**src/rtl/fifo_arb_pkg.sv**
```systemverilog
// rtl/fifo_arb_pkg.sv - shared defaults, state type and index-width helper for the FIFO write arbiter
package fifo_arb_pkg;

  localparam int NUM_REQ_DEF    = 4;
  localparam int FIFO_WIDTH_DEF = 16;
  localparam int FIFO_DEPTH_DEF = 8;

  typedef enum logic {
    PAUSE = 1'b0,
    RUN   = 1'b1
  } arb_state_e;

  // Width of a requester index; never below 1 so single-bit vectors stay legal.
  function automatic int rr_idx_w(input int n);
    return (n > 1) ? $clog2(n) : 1;
  endfunction

endpackage

```
**src/rtl/fifo_rr_picker.sv**
```systemverilog
// rtl/fifo_rr_picker.sv - rotate-priority encoder: first valid at or after ptr, searching upward with wrap
module fifo_rr_picker
  import fifo_arb_pkg::*;
#(
  parameter int NUM_REQ = NUM_REQ_DEF,
  parameter int IW      = rr_idx_w(NUM_REQ_DEF)
) (
  input  logic [NUM_REQ-1:0] valid_i,
  input  logic [IW-1:0]      ptr_i,
  output logic [NUM_REQ-1:0] onehot_o,
  output logic [IW-1:0]      idx_o,
  output logic               any_o
);

  logic [2*NUM_REQ-1:0] dbl;
  logic [NUM_REQ-1:0]   rot;
  logic [IW:0]          sum;
  logic                 found;

  // Rotate the valid vector so ptr sits at bit 0, take the lowest set bit, then rotate the index back.
  always_comb begin
    dbl   = {valid_i, valid_i};
    rot   = dbl[ptr_i +: NUM_REQ];
    found = 1'b0;
    sum   = '0;
    idx_o = '0;
    for (int k = 0; k < NUM_REQ; k++) begin
      if (!found && rot[k]) begin
        found = 1'b1;
        sum   = {1'b0, ptr_i} + (IW+1)'(k);
        if (sum >= (IW+1)'(NUM_REQ)) begin
          sum = sum - (IW+1)'(NUM_REQ);
        end
        idx_o = sum[IW-1:0];
      end
    end
    any_o    = found;
    onehot_o = found ? (NUM_REQ'(1) << idx_o) : '0;
  end

endmodule

```
**src/rtl/fifo_wr_arbiter.sv**
```systemverilog
// rtl/fifo_wr_arbiter.sv - round-robin write-port arbiter for a shared sync FIFO; FIFO_ARB_ACK_CHECK_EN adds ack_err
module fifo_wr_arbiter
  import fifo_arb_pkg::*;
#(
  parameter int NUM_REQ    = NUM_REQ_DEF,
  parameter int FIFO_WIDTH = FIFO_WIDTH_DEF,
  parameter int FIFO_DEPTH = FIFO_DEPTH_DEF
) (
  input  logic                          clk,
  input  logic                          rst_n,
  input  logic                          arb_en,
  input  logic [NUM_REQ-1:0]            req_valid,
  input  logic [NUM_REQ*FIFO_WIDTH-1:0] req_data,
  output logic [NUM_REQ-1:0]            req_ready,
  input  logic                          fifo_full,
  input  logic                          fifo_almostfull,
  input  logic                          fifo_wr_ack,
  input  logic                          fifo_overflow,
  output logic                          fifo_wr_en,
  output logic [FIFO_WIDTH-1:0]         fifo_data_in,
  output logic [rr_idx_w(NUM_REQ)-1:0]  grant_id,
  output logic                          busy,
  output logic                          err,
`ifdef FIFO_ARB_ACK_CHECK_EN
  output logic                          ack_err,
`endif
  input  logic                          err_clr
);

  localparam int IW = rr_idx_w(NUM_REQ);

  arb_state_e          state_q, state_d;
  logic [IW-1:0]       rr_ptr_q, rr_ptr_d;
  logic                wr_en_q, wr_en_d;
  logic [FIFO_WIDTH-1:0] data_q, data_d;
  logic [IW-1:0]       gid_q, gid_d;
  logic                err_q, err_d;

  logic [NUM_REQ-1:0]  pick_onehot;
  logic [IW-1:0]       pick_idx;
  logic                pick_any;
  logic [FIFO_WIDTH-1:0] pick_data;
  logic                space_ok;
  logic                grant_en;
  logic                xfer;

  // Flags lag our registered write by a cycle, so a pending write at almostfull counts as the last slot.
  assign space_ok  = !fifo_full && !(fifo_almostfull && wr_en_q);
  assign grant_en  = (state_q == RUN) && arb_en && space_ok;
  assign req_ready = grant_en ? pick_onehot : '0;
  assign xfer      = grant_en && pick_any;

  fifo_rr_picker #(
    .NUM_REQ (NUM_REQ),
    .IW      (IW)
  ) u_picker (
    .valid_i  (req_valid),
    .ptr_i    (rr_ptr_q),
    .onehot_o (pick_onehot),
    .idx_o    (pick_idx),
    .any_o    (pick_any)
  );

  // Select the winning requester's data slice.
  always_comb begin
    pick_data = '0;
    for (int i = 0; i < NUM_REQ; i++) begin
      if (pick_idx == IW'(i)) begin
        pick_data = req_data[i*FIFO_WIDTH +: FIFO_WIDTH];
      end
    end
  end

  // Run/pause next state; leaving RUN already blocks grants through arb_en in grant_en.
  always_comb begin
    state_d = state_q;
    case (state_q)
      PAUSE:   if (arb_en)  state_d = RUN;
      RUN:     if (!arb_en) state_d = PAUSE;
      default: state_d = PAUSE;
    endcase
  end

  // Write-port, pointer and sticky error next values.
  always_comb begin
    wr_en_d  = 1'b0;
    data_d   = data_q;
    gid_d    = gid_q;
    rr_ptr_d = rr_ptr_q;
    if (xfer) begin
      wr_en_d  = 1'b1;
      data_d   = pick_data;
      gid_d    = pick_idx;
      rr_ptr_d = (pick_idx == IW'(NUM_REQ-1)) ? '0 : pick_idx + 1'b1;
    end
    if (fifo_overflow) begin
      err_d = 1'b1;
    end else if (err_clr) begin
      err_d = 1'b0;
    end else begin
      err_d = err_q;
    end
  end

  // State and datapath registers; reset drops any write in flight and restarts at requester 0.
  always_ff @(posedge clk or negedge rst_n) begin
    if (!rst_n) begin
      state_q  <= PAUSE;
      rr_ptr_q <= '0;
      wr_en_q  <= 1'b0;
      data_q   <= '0;
      gid_q    <= '0;
      err_q    <= 1'b0;
    end else begin
      state_q  <= state_d;
      rr_ptr_q <= rr_ptr_d;
      wr_en_q  <= wr_en_d;
      data_q   <= data_d;
      gid_q    <= gid_d;
      err_q    <= err_d;
    end
  end

  assign fifo_wr_en   = wr_en_q;
  assign fifo_data_in = data_q;
  assign grant_id     = gid_q;
  assign err          = err_q;
  assign busy         = (|req_valid) || wr_en_q;

`ifdef FIFO_ARB_ACK_CHECK_EN
  logic wr_en_dly_q;
  logic ack_err_q, ack_err_d;

  // The FIFO acknowledges one cycle after it samples wr_en; any disagreement latches ack_err.
  always_comb begin
    if (fifo_wr_ack != wr_en_dly_q) begin
      ack_err_d = 1'b1;
    end else if (err_clr) begin
      ack_err_d = 1'b0;
    end else begin
      ack_err_d = ack_err_q;
    end
  end

  // Delayed write enable and sticky ack error.
  always_ff @(posedge clk or negedge rst_n) begin
    if (!rst_n) begin
      wr_en_dly_q <= 1'b0;
      ack_err_q   <= 1'b0;
    end else begin
      wr_en_dly_q <= wr_en_q;
      ack_err_q   <= ack_err_d;
    end
  end

  assign ack_err = ack_err_q;

  logic unused_ok;
  assign unused_ok = FIFO_DEPTH[0];
`else
  logic unused_ok;
  assign unused_ok = ^{fifo_wr_ack, FIFO_DEPTH[0]};
`endif

endmodule

```
**config.mk**
```make
export PLATFORM = sky130hd
export DESIGN_NAME = fifo_wr_arbiter
export DESIGN_NICKNAME = d
export VERILOG_FILES = /design/src/rtl/fifo_arb_pkg.sv /design/src/rtl/fifo_rr_picker.sv /design/src/rtl/fifo_wr_arbiter.sv
export SDC_FILE = /design/constraint.sdc
export NUM_CORES = 1
export LEC_CHECK = 0
export CORE_UTILIZATION = 28
export DETAILED_ROUTE_END_ITERATION = 12
export GPL_ROUTABILITY_DRIVEN = 0
export PLACE_DENSITY = 0.69
export SLEW_MARGIN = 20
export SYNTH_ARGS = -nofsm -noshare
export SYNTH_HDL_FRONTEND = slang
export SYNTH_SLANG_ARGS = --single-unit
```
**constraint.sdc**
```tcl
create_clock -name clk -period 3.5 [get_ports clk]
set_input_delay 1.05 -clock clk [delete_from_list [all_inputs] [get_ports clk]]
set_output_delay 1.05 -clock clk [all_outputs]
set_load 0.01 [all_outputs]
```
## After elaboration in Yosys (flattened, before gate mapping)

Cells that the tools add are included.

| word-level totals | value |
|---|---|
| bits in registers | 23 |
| bits of input ports | 76 |
| output and inout bits | 25 |
| logic and storage cells | 63 |

| operators by class | value |
|---|---|
| add/subtract/negate cells | 8 |
| magnitude comparators | 4 |
| eq/ne operators | 3 |
| shift-type cells | 2 |
| mux-type cells | 23 |
| reductions and logical operators | 17 |

Operators by type and width:

| operator | count |
|---|---|
| $mux 16 | 4 |
| $mux 2 | 9 |
| $ge 3x3->1 const B | 3 |
| $logic_and 1x1->1 | 8 |
| $mux 1 | 8 |
| $mux 4 | 2 |
| $shiftx 8x3->4 | 1 |
| $sub 2x1->2 const B | 4 |
| $add 2x2->3 const B | 2 |
| $logic_not 1->1 | 5 |
| $eq 2x2->1 const B | 2 |
| $reduce_or 4->1 | 1 |
| $shl 1x2->4 const A | 1 |
| $add 2x1->3 const B | 1 |
| $ge 2x3->1 const B | 1 |
| $add 2x1->2 const B | 1 |
| $eq 2x1->1 const B | 1 |
| $logic_not 2->1 | 1 |
| $reduce_bool 2->1 | 1 |
| $logic_or 1x1->1 | 1 |

## Depth between registers and ports, before layout

| logic depth | value |
|---|---|
| word-level depth | 16 |
| depth in mapped cells | 10 |
| mapped depth without buffers | 9 |

## By module

Synthesis repeated with hierarchy kept, for this count alone.

| second synthesis, totals | value |
|---|---|
| cell total of the unflattened synthesis | 165 |
| area total of the unflattened synthesis | 1566.5 um^2 |

Modules (own cells, without submodules):

| module | instances | cells each | area an instance (um^2) | sequential area each (um^2) |
|---|---|---|---|---|
| fifo_wr_arbiter | 1 | 132 | 1355.0 | 575.6 |
| fifo_rr_picker | 1 | 33 | 211.5 | 0.0 |

## Worst setup path before layout

OpenSTA, ideal clock, no wires.

| timing path | value |
|---|---|
| kind | input -> output |
| start point | in req_valid[2] |
| end point | out req_ready[3] |
| data arrival time | 2.341 ns |
| required time | 2.450 ns |
| setup slack | 0.109 ns |
| stages on the path | 7 |
| buffers on the path | 1 |
| path through | nor2b_1 a21boi_0 o32a_1 ha_1 clkinv_1 clkbuf_1 nor2_1 |

| on the way | value |
|---|---|
| longest elaborated chain between the ends | 14 |
| elaborated cells between the ends (all ways) | 18 |
| classes of those cells | shift: 2; mux: 10; reduce/logical: 6 |

Ends and longest elaborated chain:

| item | RTL line | source |
|---|---|---|
| start, declared | fifo_wr_arbiter.sv:12 | `input logic [NUM_REQ-1:0] req_valid,` |
| $shiftx 8x3->4 (*) | fifo_rr_picker.sv:23 | `rot = dbl[ptr_i +: NUM_REQ];` |
| $mux 1 | fifo_rr_picker.sv:28 | `if (!found && rot[k]) begin` |
| $logic_not 1->1 | fifo_rr_picker.sv:28 |  |
| $logic_and 1x1->1 | fifo_rr_picker.sv:28 |  |
| $mux 1 | fifo_rr_picker.sv:28 |  |
| $logic_not 1->1 | fifo_rr_picker.sv:28 |  |
| $logic_and 1x1->1 | fifo_rr_picker.sv:28 |  |
| $mux 1 | fifo_rr_picker.sv:28 |  |
| $logic_not 1->1 | fifo_rr_picker.sv:28 |  |
| $logic_and 1x1->1 | fifo_rr_picker.sv:28 |  |
| $mux 2 (*) | fifo_rr_picker.sv:28 |  |
| via pick_idx[1] | fifo_wr_arbiter.sv:40 | `logic [IW-1:0] pick_idx;` |
| $shl 1x2->4 (*) | fifo_rr_picker.sv:38 | `onehot_o = found ? (NUM_REQ'(1) << idx_o) : '0;` |
| $mux 4 (*) | fifo_rr_picker.sv:38 |  |
| $mux 4 (*) | fifo_wr_arbiter.sv:50 | `assign req_ready = grant_en ? pick_onehot : '0;` |
| end, declared | fifo_wr_arbiter.sv:14 | `output logic [NUM_REQ-1:0] req_ready,` |

Mark *: on every way through the listed nets, which the timed path passes. The rest lies on a longest branch.

## Final worst setup path

| timing path | value |
|---|---|
| start point | in req_valid[3] |
| end point | out req_ready[0] |

The elaborated chain is that of the path after synthesis.

==> run_summary.xml <==
<?xml version="1.0" encoding="UTF-8"?>
<metrics>
  <group name="final_layout">
    <metric name="mostFrequentLayoutCell" unit="">clkdlybuf4s50_1</metric>
    <metric name="fin_area" unit="mm^2">0.00261</metric>
    <metric name="regArea" unit="um^2">576</metric>
    <metric name="postLayoutCoreUtil" unit="%">58.7</metric>
    <metric name="fillerInstances" unit="">421</metric>
    <metric name="layout-drive-gt1-share" unit="%">20.0</metric>
    <metric name="multiInputGateArea" unit="um^2">747</metric>
    <metric name="layout_common_cells" unit="">clkdlybuf4s50_1 (91), dfrtp_1 (23), buf_4 (21)</metric>
    <metric name="final_cells" unit="">307</metric>
    <metric name="layout.nets" unit="">336</metric>
    <metric name="area.growth.synth_to_final" unit="%">97.0</metric>
    <metric name="antenna-diode-count" unit="">0</metric>
  </group>
  <group name="die">
    <metric name="top_level_ports" unit="">101</metric>
    <metric name="fp-row-count" unit="">24</metric>
    <metric name="placeableCoreArea" unit="mm^2">0.00444</metric>
    <metric name="die_height" unit="um">70.8</metric>
    <metric name="design.die.area" unit="mm^2">0.00501</metric>
    <metric name="starting_density_of_the_core" unit="%">29.8</metric>
    <metric name="dieWidth" unit="um">70.8</metric>
  </group>
  <group name="timing">
    <metric name="max_slew.worst_pin.slew" unit="ns">0.309</metric>
    <metric name="final.hold.worst_slack" unit="ns">0.478</metric>
    <metric name="min_period_over_period" unit="%">97.6</metric>
    <metric name="highest_clock_rate" unit="MHz">293</metric>
    <metric name="final_max_slew_viol_count" unit="">0</metric>
    <metric name="max-slew-margin-rel" unit="%">79.4</metric>
    <metric name="fin_crit" unit="ns">3.42</metric>
    <metric name="setup_slack" unit="ns">0.0831</metric>
    <metric name="clock_skew" unit="ns">0.00537</metric>
    <metric name="setup_viol_count_final" unit="">0</metric>
    <metric name="final_hold_viol_count" unit="">0</metric>
  </group>
  <group name="pwr">
    <metric name="combPwrFrac" unit="%">61.7</metric>
    <metric name="power_per_cell_area" unit="mW/mm^2">620</metric>
    <metric name="internal-power" unit="mW">1.02</metric>
    <metric name="peakVddDrop" unit="mV">0.208</metric>
    <metric name="net-switching-power" unit="uW">601</metric>
    <metric name="power.switching_fraction" unit="%">37.1</metric>
    <metric name="pwr-share-seq" unit="%">27.8</metric>
    <metric name="leakagePower" unit="nW">1.09</metric>
    <metric name="relative_contribution_of_the_clock_network_to_total_power" unit="%">10.5</metric>
  </group>
  <group name="worst_setup_path">
    <metric name="path_delay_family" unit="">buffers and inverters</metric>
    <metric name="timing.critical_path.from_type" unit="">input pin</metric>
    <metric name="critical_path.slowest_cell" unit="">o32a_1</metric>
    <metric name="worstPathMaxFanout" unit="">4</metric>
    <metric name="worst-r2r-setup-slack" unit="ns">1.25</metric>
    <metric name="endpoint_kind" unit="">output port</metric>
    <metric name="required" unit="ns">2.45</metric>
    <metric name="critical-path-max-stage-delay" unit="ns">0.42</metric>
    <metric name="crit_path_cell_trace" unit="">dlygate4sd2_1 &gt; o32a_1 &gt; buf_6 &gt; inv_4 &gt; ha_4 &gt; inv_1 &gt; nor2_1 &gt; buf_2</metric>
    <metric name="critical_path_arrival" unit="ns">2.37</metric>
    <metric name="crit_type" unit="">input pin to output port</metric>
    <metric name="critical_path.n_buffers_inverters" unit="">5</metric>
  </group>
  <group name="grt">
    <metric name="gr-usage-all-layers" unit="%">19.1</metric>
    <metric name="grt_pass1_wl" unit="um">7480</metric>
    <metric name="grt_overflow_total" unit="">0</metric>
    <metric name="first_global_vias" unit="">1541</metric>
    <metric name="grt_max_degree" unit="">24</metric>
    <metric name="antenna_found_initial" unit="">0</metric>
  </group>
  <group name="hold_path">
    <metric name="path_category_of_the_worst_min_delay_check" unit="">flop to flop</metric>
  </group>
  <group name="synth">
    <metric name="synth.lib_cells_used.distinct" unit="">28</metric>
    <metric name="yosys_reg_bits" unit="">23</metric>
    <metric name="yosysTopAreaCellShare" unit="%">43.5</metric>
    <metric name="area_contributors_post_synth" unit="">dfrtp_1 (43%), a221oi_1 (9.9%), o31ai_1 (8.5%), o22ai_1 (7.1%), nand2_1 (5.7%)</metric>
    <metric name="avgSynthCellArea" unit="um^2">9.52</metric>
    <metric name="yosys_warnings" unit="">0</metric>
    <metric name="synth_seq_area_share" unit="%">43.5</metric>
    <metric name="post-synth-top-area-cell" unit="">dfrtp_1</metric>
    <metric name="syn_inst" unit="">139</metric>
    <metric name="post_synthesis_instance_area" unit="mm^2">0.00132</metric>
    <metric name="synth_nets" unit="">219</metric>
  </group>
  <group name="place">
    <metric name="placement.io_buffers" unit="">99</metric>
    <metric name="numPlacedInstances" unit="">299</metric>
    <metric name="detailed_place_hpwl" unit="um">3590</metric>
    <metric name="area_after_dpl" unit="mm^2">0.00247</metric>
    <metric name="placement.setup.worst_slack" unit="ns">-0.664</metric>
  </group>
  <group name="routing">
    <metric name="total_detailed_routing_wirelength" unit="um">4640</metric>
    <metric name="detailroute.via_count" unit="">1552</metric>
    <metric name="detail_route.first_pass.iterations" unit="">9</metric>
    <metric name="detail_route.drc_violations" unit="">18</metric>
    <metric name="routed_wire_length_per_instance" unit="um">15.1</metric>
    <metric name="dr.first_iter.drc_count" unit="">83</metric>
    <metric name="number_of_vias_per_cell" unit="">5.06</metric>
    <metric name="final_antenna_net_count" unit="">0</metric>
  </group>
  <group name="cts">
    <metric name="htree_levels" unit="">1</metric>
    <metric name="clock-root-buffer" unit="">clkbuf_8</metric>
    <metric name="clock_tree.buffer_depth" unit="">2</metric>
    <metric name="path_clk_slew" unit="ns">0.09</metric>
    <metric name="latest_clock_arrival_within_the_worst_skew_pair" unit="ns">0.27</metric>
    <metric name="cts.sink_count" unit="">23</metric>
    <metric name="tritoncts_clock_tree" unit="">built</metric>
    <metric name="tritoncts.num_buffers" unit="">3</metric>
  </group>
  <group name="outcome">
    <metric name="violated_checks" unit="">DRC</metric>
    <metric name="outcome" unit="">complete, but fails checks</metric>
  </group>
  <group name="run">
    <metric name="drv.max_cap_violation_count" unit="">0</metric>
  </group>
</metrics>
## worst reg2reg max path, cell delays in order, from the launching register on
cell	delay, ns
dfrtp_1	0.43
nor2b_2	0.08
o32a_1	0.38
buf_4	0.16
ha_4	0.15
clkinv_2	0.04
buf_4	0.23
nand2_1	0.11
buf_4	0.18
a221oi_1	0.26
o31ai_1	0.10
## per-layer routing
metal	track usage [%]	vias up	wire length (um)
met5	0	-	0
met2	32.8	48	2250
met1	23.8	728	2030
li1	-	772	-
met3	3.28	4	306
met4	8.22	0	55
## final timing paths
kind / from / cells after the start / end
hold reg to reg: fifo_data_in[9]$_DFFE_PN0P_ / 2 / fifo_data_in[9]$_DFFE_PN0P_
min in group asynchronous: rst_n / 2 / fifo_data_in[15]$_DFFE_PN0P_
setup reg to reg: rr_ptr_q[0]$_DFFE_PN0P_ / 10 / fifo_data_in[5]$_DFFE_PN0P_
max in group asynchronous: rst_n / 2 / state_q$_DFF_PN0_
setup / recovery: req_valid[3] / 8 / req_ready[0]
hold / removal: fifo_data_in[9]$_DFFE_PN0P_ / 2 / fifo_data_in[9]$_DFFE_PN0P_
## metrics by stage
stage | setup TNS [ns] | power (mW)
after floorplan | 0 | 0.894
after global placement | -2.55 | 1.37
after detailed placement | -2.72 | 1.39
after CTS | 0 | 1.61
after global routing | -0.00326 | 1.75
final | 0 | 1.62
## synthesized netlist by cell type, drive strengths merged
library cell and n:
mux2 2, a211o 1, buf 7, nor3b 1
nor2b 4, and3 1, a21boi 1, dfrtp 23
o22a 2, o21ai 1, o41ai 1, nor4 1
inv 7, o31ai 15, a221oi 15, a2111o 1
a21o 1, clkbuf 3, o22ai 15, o32a 1
a211oi 1, nand2 20, clkinv 1, nor3 2
ha 4, nand2b 1, nor2 7
## power by group through the flow
stage	registers (mW)	clock network, mW	logic, mW
after floorplan	0.497	0	0.397
after global placement	0.449	0	0.921
after detailed placement	0.454	0	0.938
after CTS	0.450	0.175	0.987
after global routing	0.468	0.187	1.10
final	0.449	0.170	0.998
## state kept, by name (all words and copies together), names as in the netlist
name,cells
fifo_data_in,16
grant_id,2
rr_ptr_q,2
err,1
fifo_wr_en,1
state_q,1
## layout make-up
type / instances / area share [%]
tap: 52 / 2.50
inverter: 8 / 1.30
timing repair buffer: 122 / 43.8
clock buffer: 4 / 1.73
sequential: 23 / 22.1
multi-input combinational: 98 / 28.6
## kinds of logic after synthesis
logic type / share of synthesized area (%)
adders and majority gates: 3.78
muxes: 1.70
and+or+nand+nor: 12.3
DFF: 43.5
buffers and inverters: 6.33
AOI/OAI and AO/OA: 32.4
## timing repair
item | 4_1_cts | 5_1_grt
cloned | 0 | 0
endpoints found under the setup margin | 5 | 5
setup buffers | 4 | 0
resized for setup | 39 | 12
hold buffers | 0 | 0
pin swaps | 7 | 3
(Power assumes the default switching activity.)
